===== src/rtl/disp_pkg.sv =====
// Shared types and helpers for the 8-digit seven-segment display arbiter.
package disp_pkg;

    typedef enum logic [1:0] {
        IDLE = 2'd0,
        GNT0 = 2'd1,
        GNT1 = 2'd2
    } arb_state_e;

    localparam int         NUM_DIGITS = 8;
    localparam logic [7:0] ANODE_OFF  = 8'hFF;

    // Nibble shown on digit idx: word[4*idx+3 : 4*idx].
    function automatic logic [3:0] nibble_sel(input logic [31:0] word, input logic [2:0] idx);
        nibble_sel = word[{idx, 2'b00} +: 4];
    endfunction

    // True when every nibble from digit idx upward is zero (leading-zero test).
    function automatic logic upper_zero(input logic [31:0] word, input logic [2:0] idx);
        logic [31:0] mask;
        mask       = 32'hFFFF_FFFF << {idx, 2'b00};
        upper_zero = ((word & mask) == 32'h0000_0000);
    endfunction

endpackage


===== src/rtl/display_arbiter_tick.sv =====
// Scan-rate divider: tick is high for one clock every TICK_DIV clocks.
module scan_tick_gen #(
    parameter int TICK_DIV = 208334
) (
    input  logic clk,
    input  logic reset,
    output logic tick
);

    localparam int               CNT_W = (TICK_DIV > 1) ? $clog2(TICK_DIV) : 1;
    localparam logic [CNT_W-1:0] LAST  = CNT_W'(TICK_DIV - 1);

    logic [CNT_W-1:0] count_q;
    logic [CNT_W-1:0] count_d;
    logic             tick_s;

    // Wrap the divider on its terminal count.
    always_comb begin
        tick_s = (count_q == LAST);
        if (tick_s) begin
            count_d = '0;
        end else begin
            count_d = count_q + CNT_W'(1);
        end
    end

    // Divider register.
    always_ff @(posedge clk) begin
        if (reset) begin
            count_q <= '0;
        end else begin
            count_q <= count_d;
        end
    end

    assign tick = tick_s;

endmodule


===== src/rtl/display_arbiter.sv =====
// Seven-segment scan sequencer plus a frame-aligned, dwell-limited two-way
// arbiter deciding whose 32-bit word is shown.
module display_arbiter
    import disp_pkg::*;
#(
    parameter int TICK_DIV     = 208334,
    parameter int DWELL_FRAMES = 8
) (
    input  logic        clk,
    input  logic        reset,
    input  logic        req0,
    input  logic [31:0] data0,
    input  logic        req1,
    input  logic [31:0] data1,
    input  logic        lz_blank,
    output logic        gnt0,
    output logic        gnt1,
    output logic [7:0]  anode,
    output logic [2:0]  seg_sel,
    output logic [3:0]  hex_out,
    output logic        blank,
    output logic        frame_done
);

    localparam logic [7:0] DWELL_MAX = 8'(DWELL_FRAMES);

    logic        tick_s;
    logic        wrap_s;
    logic        dark_s;

    arb_state_e  state_q,   state_d;
    logic [7:0]  dwell_q,   dwell_d;
    logic [31:0] shadow_q,  shadow_d;
    logic        started_q, started_d;
    logic [2:0]  seg_sel_q, seg_sel_d;
    logic [7:0]  anode_q,   anode_d;
    logic [3:0]  hex_q,     hex_d;
    logic        blank_q,   blank_d;
    logic        fd_q,      fd_d;

    scan_tick_gen #(
        .TICK_DIV (TICK_DIV)
    ) u_tick (
        .clk   (clk),
        .reset (reset),
        .tick  (tick_s)
    );

    // Digit sequencing; the first tick only arms the scan so no frame is cut short.
    always_comb begin
        started_d = started_q;
        seg_sel_d = seg_sel_q;
        wrap_s    = 1'b0;
        if (tick_s) begin
            if (!started_q) begin
                started_d = 1'b1;
                seg_sel_d = 3'd0;
            end else begin
                seg_sel_d = seg_sel_q + 3'd1;
                wrap_s    = (seg_sel_q == 3'd7);
            end
        end else begin
            seg_sel_d = seg_sel_q;
        end
    end

    // Arbiter next state, evaluated only as the scan wraps to digit 0.
    always_comb begin
        state_d = state_q;
        if (wrap_s) begin
            case (state_q)
                IDLE: begin
                    if (req0) begin
                        state_d = GNT0;
                    end else if (req1) begin
                        state_d = GNT1;
                    end else begin
                        state_d = IDLE;
                    end
                end
                GNT0: begin
                    if (!req0) begin
                        state_d = req1 ? GNT1 : IDLE;
                    end else if (req1 && (dwell_q == DWELL_MAX)) begin
                        state_d = GNT1;
                    end else begin
                        state_d = GNT0;
                    end
                end
                GNT1: begin
                    if (!req1) begin
                        state_d = req0 ? GNT0 : IDLE;
                    end else if (req0 && (dwell_q == DWELL_MAX)) begin
                        state_d = GNT0;
                    end else begin
                        state_d = GNT1;
                    end
                end
                default: state_d = IDLE;
            endcase
        end else begin
            state_d = state_q;
        end
    end

    // Dwell count and the per-frame shadow copy of the owner's word.
    always_comb begin
        dwell_d  = dwell_q;
        shadow_d = shadow_q;
        if (wrap_s) begin
            if (state_d != state_q) begin
                dwell_d = 8'd0;
            end else if (dwell_q < DWELL_MAX) begin
                dwell_d = dwell_q + 8'd1;
            end else begin
                dwell_d = dwell_q;
            end
            case (state_d)
                GNT0:    shadow_d = data0;
                GNT1:    shadow_d = data1;
                default: shadow_d = 32'h0000_0000;
            endcase
        end else begin
            dwell_d  = dwell_q;
            shadow_d = shadow_q;
        end
    end

    // Digit drive uses next-state values so anode/hex line up with seg_sel.
    always_comb begin
        anode_d = anode_q;
        hex_d   = hex_q;
        blank_d = blank_q;
        fd_d    = wrap_s;
        dark_s  = (state_d == IDLE) || !started_d ||
                  (lz_blank && (seg_sel_d != 3'd0) && upper_zero(shadow_d, seg_sel_d));
        if (tick_s) begin
            hex_d = nibble_sel(shadow_d, seg_sel_d);
            if (dark_s) begin
                anode_d = ANODE_OFF;
                blank_d = 1'b1;
            end else begin
                anode_d = ~(8'b0000_0001 << seg_sel_d);
                blank_d = 1'b0;
            end
        end else begin
            hex_d = hex_q;
        end
    end

    // State and output registers.
    always_ff @(posedge clk) begin
        if (reset) begin
            state_q   <= IDLE;
            dwell_q   <= 8'd0;
            shadow_q  <= 32'h0000_0000;
            started_q <= 1'b0;
            seg_sel_q <= 3'd0;
            anode_q   <= ANODE_OFF;
            hex_q     <= 4'h0;
            blank_q   <= 1'b1;
            fd_q      <= 1'b0;
        end else begin
            state_q   <= state_d;
            dwell_q   <= dwell_d;
            shadow_q  <= shadow_d;
            started_q <= started_d;
            seg_sel_q <= seg_sel_d;
            anode_q   <= anode_d;
            hex_q     <= hex_d;
            blank_q   <= blank_d;
            fd_q      <= fd_d;
        end
    end

    assign gnt0       = (state_q == GNT0);
    assign gnt1       = (state_q == GNT1);
    assign anode      = anode_q;
    assign seg_sel    = seg_sel_q;
    assign hex_out    = hex_q;
    assign blank      = blank_q;
    assign frame_done = fd_q;

endmodule

===== config.mk =====
export PLATFORM = sky130hd
export DESIGN_NAME = display_arbiter
export DESIGN_NICKNAME = d
export VERILOG_FILES = /design/src/rtl/disp_pkg.sv /design/src/rtl/display_arbiter_tick.sv /design/src/rtl/display_arbiter.sv
export SDC_FILE = /design/constraint.sdc
export NUM_CORES = 1
export LEC_CHECK = 0
export CORE_MARGIN = 2
export CORE_UTILIZATION = 35
export CTS_CLUSTER_SIZE = 12
export DETAILED_ROUTE_END_ITERATION = 8
export PLACE_DENSITY = 0.67
export SLEW_MARGIN = 10
export SYNTH_ARGS = -nofsm -noshare
export SYNTH_HDL_FRONTEND = slang
export SYNTH_SLANG_ARGS = --single-unit

===== constraint.sdc =====
create_clock -name clk -period 4.2 [get_ports clk]
set_input_delay 0.84 -clock clk [delete_from_list [all_inputs] [get_ports clk]]
set_output_delay 0.84 -clock clk [all_outputs]
set_load 0.1 [all_outputs]

Word-level counts from Yosys, hierarchy flattened
Index checks and enable logic that the tools add are counted.

Add/subtract/negate cells: 3. Magnitude comparators: 1. Equal/unequal tests: 8. Shifts and indexed selects: 3. Multiplexer cells: 20. Bitwise logic cells: 2. Reductions and logical operators: 14.

Operators with widths (count): $pmux 32 s2 (1); $and 32x32->32 (1); $logic_not 32->1 (1); $mux 32 (1); $shiftx 32x6->4 (1); $shl 32x5->32 const A (1); $mux 8 (3); $add 18x1->18 const B (1); $eq 18x18->1 const B (1); $mux 2 (7); $add 8x1->8 const B (1); $eq 8x4->1 const B (1); $lt 8x4->1 const B (1); $not 8->8 (1); $shl 1x3->8 const A (1); $mux 3 (2); $pmux 2 s3 (1); $mux 1 (5); $eq 2x1->1 const B (2); $eq 2x2->1 const B (2); $logic_and 1x1->1 (4); $logic_not 2->1 (2); $add 3x1->3 const B (1); $eq 3x3->1 const B (1); 7 further kinds (8).

Register bits after elaboration: 78. Output and inout port bits: 19. Logic and storage cells: 61.

Longest topological paths before layout
Depth in word-level cells: 14. Gate-level depth with buffers: 23.

Cells and area by module
From an unflattened synthesis, not the netlist that was laid out.

Cell total of the unflattened synthesis: 556. Area total of the unflattened synthesis: 4420.5 µm².

By module, submodules not included: display_arbiter (times used 1, cells an instance 459, area an instance 3582.2 µm², seq. area each 1201.2 µm²); scan_tick_gen (times used 1, cells an instance 97, area an instance 838.3 µm², seq. area each 360.3 µm²).

Worst setup path before layout
OpenSTA, ideal clock, no wires.

Path type: flip-flop to flip-flop. From: register seg_sel_q[1] (netlist: seg_sel[1]). To: register blank_q (netlist: blank). Arrival time: 4.951 ns. Data required time: 4.129 ns. Slack: -0.822 ns. Cell stages (with the launch flop): 20. Path buffers: 2. Period minus slack after synthesis: 5.022 ns. Path through: dfxtp_1 -> ha_1 -> ha_1 -> nand2_1 -> nor3_4 -> buf_4 -> buf_4 -> nand3_1 -> o21ai_0 -> a22o_1 -> inv_1 -> ha_1 -> a22oi_1 -> nor2_1 -> or4_1 -> or4_1 -> o21ai_0 -> a221oi_1 -> or4_1 -> a21oi_1.

Longest elaborated chain between the ends: 12. Elaborated cells on any way between the ends: 21. Those cells by class: add/sub: 1; eq/ne: 3; shift: 1; mux: 8; bitwise: 1; reduce/logical: 7.

Ends and longest elaborated chain: from (decl) (RTL line display_arbiter.sv:35) `logic [2:0] seg_sel_q, seg_sel_d;`; from (signal assigned) (RTL line display_arbiter.sv:168) `seg_sel_q <= seg_sel_d;`; $eq 3x3->1 * (RTL line display_arbiter.sv:60) `wrap_s = (seg_sel_q == 3'd7);`; $mux 1 * (RTL line display_arbiter.sv:55) `if (!started_q) begin`; $mux 1 * (RTL line display_arbiter.sv:54) `if (tick_s) begin`; $mux 2 * (RTL line display_arbiter.sv:70) `if (wrap_s) begin`; net state_d[1] (RTL line display_arbiter.sv:31) `arb_state_e state_q, state_d;`; $eq 2x2->1 / $eq 2x1->1 (equally long branches) (RTL line display_arbiter.sv:118) `case (state_d)`; $pmux 32 s2 (RTL line display_arbiter.sv:118); $mux 32 (RTL line display_arbiter.sv:110) `if (wrap_s) begin`; $and 32x32->32 (RTL line disp_pkg.sv:22) `upper_zero = ((word & mask) == 32'h0000_0000);`; $logic_not 32->1 (RTL line disp_pkg.sv:22); $logic_and 1x1->1 (RTL line display_arbiter.sv:136) `(lz_blank && (seg_sel_d != 3'd0) && upper_zero(shadow_d, seg_sel_d));`; $logic_or 1x1->1 * (RTL line display_arbiter.sv:135) `dark_s = (state_d == IDLE) || !started_d ||`; $mux 1 * (RTL line display_arbiter.sv:139) `if (dark_s) begin`; to (signal assigned) (RTL line display_arbiter.sv:171) `blank_q <= blank_d;`; to (decl) (RTL line display_arbiter.sv:38) `logic blank_q, blank_d;`.

Mark *: on every way through the listed nets, which the timed path passes. The rest lies on a longest branch. A chain may end at the register's enable or synchronous reset.

Final worst setup path
From: register u_tick.count_q[1]. To: register blank_q (netlist: blank).

Longest elaborated chain between the ends: 11. Elaborated cells on any way between the ends: 20. Those cells by class: eq/ne: 3; shift: 1; mux: 7; bitwise: 1; reduce/logical: 8.

Ends and longest elaborated chain: from (decl) (RTL line display_arbiter_tick.sv:13) `logic [CNT_W-1:0] count_q;`; from (signal assigned) (RTL line display_arbiter_tick.sv:32) `count_q <= count_d;`; $eq 18x18->1 * (RTL line display_arbiter_tick.sv:19) `tick_s = (count_q == LAST);`; $mux 1 * (RTL line display_arbiter.sv:54); $mux 2 * (RTL line display_arbiter.sv:70); net state_d[1] (RTL line display_arbiter.sv:31); $eq 2x2->1 / $eq 2x1->1 (equally long branches) (RTL line display_arbiter.sv:118); $pmux 32 s2 (RTL line display_arbiter.sv:118); $mux 32 (RTL line display_arbiter.sv:110); $and 32x32->32 (RTL line disp_pkg.sv:22); $logic_not 32->1 (RTL line disp_pkg.sv:22); $logic_and 1x1->1 (RTL line display_arbiter.sv:136); $logic_or 1x1->1 * (RTL line display_arbiter.sv:135); $mux 1 * (RTL line display_arbiter.sv:139).

Marked as above.

==> results.ini <==
[timing]
hold_ws_ns=0.469
fin_skew_ns=0.00601
fmax_ghz=0.240
rsz0062_at_grt=yes
maxSlewViolCount=0
slew_headroom=0.334
min_period_ns=4.16
hold_violations=0
setup_tns_ns=0
fin_crit_sh=0.991
worst_slew_pin_slew_ns=0.997
setup_viol_count_final=0

[synthesis]
seq_area_frac_synth=0.375
ys_top_cells_by_area=dfxtp_1 38%, nor2_1 9.8%, mux2i_1 7.7%
ys_async_sr_fraction=0
synth_nets=592
syn-cell-area_um2=4160
ys_dominant_reg_cell=dfxtp_1
ys_seq_elements=78
postSynthCellCount=514
ys_top_cells_by_count=109 x nor2_1, 78 x dfxtp_1, 32 x a22oi_1, 32 x mux2i_1, 28 x nand2_1
synth_most_common_cell=nor2_1
synth_area_leader_cell=dfxtp_1
syn_area_per_cell_um2=8.09
synth_edf_count=0
synth_top_area_frac=0.375
synth_warnings=0
ys_types=48

[die]
coreArea_um2=11500
num_rows=39
dieHeight_um=113
initial_core_util=0.361
dieWidth_um=113
die_area_um2=12800
ios=88

[clocking]
numCtsBuffers=9
clockBufferDepth=2
clk_pin_slew_worst_paths_ns=0.06
htree_levels=3
cts.sinks=78
cts_tree=built
postCtsHoldBufs=0
clock_tree.root_cell=clkbuf_16
clk_latency_ns=0.34

[routing]
drtIter0Drc=365
vias=4391
drc=9
routed_wl_mm=12.4
viasPerCell=5.53
ant_nets=0
drt-wirelength-per-cell_um=15.6
dr.pass1.iters=8

[placement]
dp_hpwl_mm=9.01
gp_congestion=0.920
portBuffers=87

[status]
status=finished with violations
violations=DRC

[critical_path]
path_class=flip-flop to flip-flop
cp_max_fo=5
startpoint_type=flip-flop
worstPathRequired_ns=4.47
end_kind=flip-flop
arrival_ns=4.43

[global_route]
grt_pass1_wl_mm=19.7
grt_antenna_before_repair=0
grt_max_degree=57
track_usage=0.189
first_global_vias=4189
globalRoute.totalOverflow=0

[power]
vdd_drop_max_uv=186
power_density_nw_per_um2=265
p_leak_nw=2.09

[worst_hold_path]
hold_class=flip-flop to flip-flop

[final_layout]
fillers=1094
layout-drive-gt1-share=0.171
area_delta_synth_final_pct=44.4
antenna_cells=0
fin_nets=724

[job]
maxCapViolations=0

==> cell families (layout without fill, tap and decap cells) <==
| group | Yosys count | count (layout) | synth area share |
|---|---|---|---|
| compound gates | 109 | 109 | 0.176 |
| xor+xnor | 17 | 17 | 0.0358 |
| mux | 32 | 32 | 0.0770 |
| simple gates | 230 | 230 | 0.267 |
| buf+inv | 39 | 176 | 0.0415 |
| fa+ha+maj | 9 | 9 | 0.0271 |
| flops | 78 | 78 | 0.375 |
==> cell usage in the layout (no fill, tap or decap), drive strengths merged, types with 2 or more instances in the layout <==
cell / Yosys / layout
a22oi: 32 / 32
or4: 9 / 9
o311ai: 4 / 4
nand3: 11 / 11
a211o: 2 / 2
xnor2: 4 / 4
and2: 5 / 5
xor2: 13 / 13
o21ai: 14 / 14
nand3b: 7 / 7
inv: 10 / 10
nor3: 10 / 10
dfxtp: 78 / 78
mux2i: 32 / 32
nand2b: 4 / 4
or2: 2 / 2
and3: 2 / 2
a21oi: 19 / 19
clkbuf: 22 / 12
buf: 7 / 64
nand2: 28 / 28
a31oi: 3 / 3
a211oi: 3 / 3
o211ai: 4 / 4
clkinv: 0 / 2
a22o: 2 / 2
o22ai: 18 / 18
or3: 8 / 8
clkdlybuf4s50: 0 / 86
ha: 9 / 9
nor4: 17 / 17
clkinvlp: 0 / 2
nor2: 110 / 110
nor2b: 3 / 3
a41oi: 2 / 2
nand4: 11 / 11
==> report_power, final <==
part | switching [W] | internal, W
logic | 0.0000304 | 0.0000656
registers | 0.00000173 | 0.000741
clock network | 0.000302 | 0.000452
total | 0.000334 | 0.00126
==> state kept, by name (all words and copies together) (netlist names) <==
signal and cells:
u_tick.count_q 18, started_q 1, seg_sel 3, state_q 2
anode 8, hex_out 4, blank 1, dwell_q 8
shadow_q 32, frame_done 1
==> metal layers <==
metal | vias to the layer above | part of all wire | track usage
met5 | - | 0 | 0
met4 | 0 | 0.013 | 0.0504
met3 | 20 | 0.067 | 0.0455
met2 | 151 | 0.48 | 0.326
met1 | 2078 | 0.44 | 0.236
li1 | 2142 | - | -
==> cell type report <==
class | count | area [um2] | area share
clock inverters | 4 | 28.8 | 0.00479
multi-input cells | 397 | 2550 | 0.424
well taps | 143 | 179 | 0.0298
inverters | 10 | 37.5 | 0.00625
flip-flops and latches | 78 | 1570 | 0.262
clock buffers | 12 | 268 | 0.0446
repair buffers | 150 | 1380 | 0.229
==> critical path, cell delays in order, from the launching register on <==
cell and delay [ns]:
dfxtp_2 0.32, inv_2 0.06, ha_4 0.12, nand4_1 0.09
or4_4 0.49, nor3_4 0.27, nand3_1 0.10, o21ai_1 0.08
a22o_1 0.21, inv_2 0.06, ha_4 0.18, a22oi_2 0.14
nor2_2 0.06, or4_4 0.54, or4_4 0.51, o21ai_4 0.15
a221oi_2 0.08, or4_4 0.50, a21oi_2 0.14
==> path summary, 6_finish.rpt <==
check	start	endpoint	slack [ns]	cells past startpoint
max	u_tick.count_q[1]	blank	0.04	18
max reg2reg	u_tick.count_q[1]	blank	0.04	18
min	dwell_q[7]	dwell_q[7]	0.47	1
min reg2reg	dwell_q[7]	dwell_q[7]	0.47	1
==> per-stage QoR <==
step                power [W]  cell area (um2)  std cells  worst slack, ns  utilization
global route          0.00164             6010        794           -0.158        0.522
floorplan            0.000777             4200        514           -0.222            -
finish                0.00159             6010        794           0.0384        0.522
CTS                   0.00160             5930        792          -0.0137        0.515
global placement     0.000851             5560        774           -0.110        0.483
detailed placement   0.000852             5560        774           -0.185        0.483
==> repair_timing <==
| action | 4_1_cts | 5_1_grt |
|---|---|---|
| gates cloned | 0 | 0 |
| gates resized for setup | 15 | 13 |
| pin swaps | 16 | 17 |
| endpoints found under the setup margin | 9 | 9 |
| buffers inserted | 2 | 2 |
(Power assumes the default switching activity.)
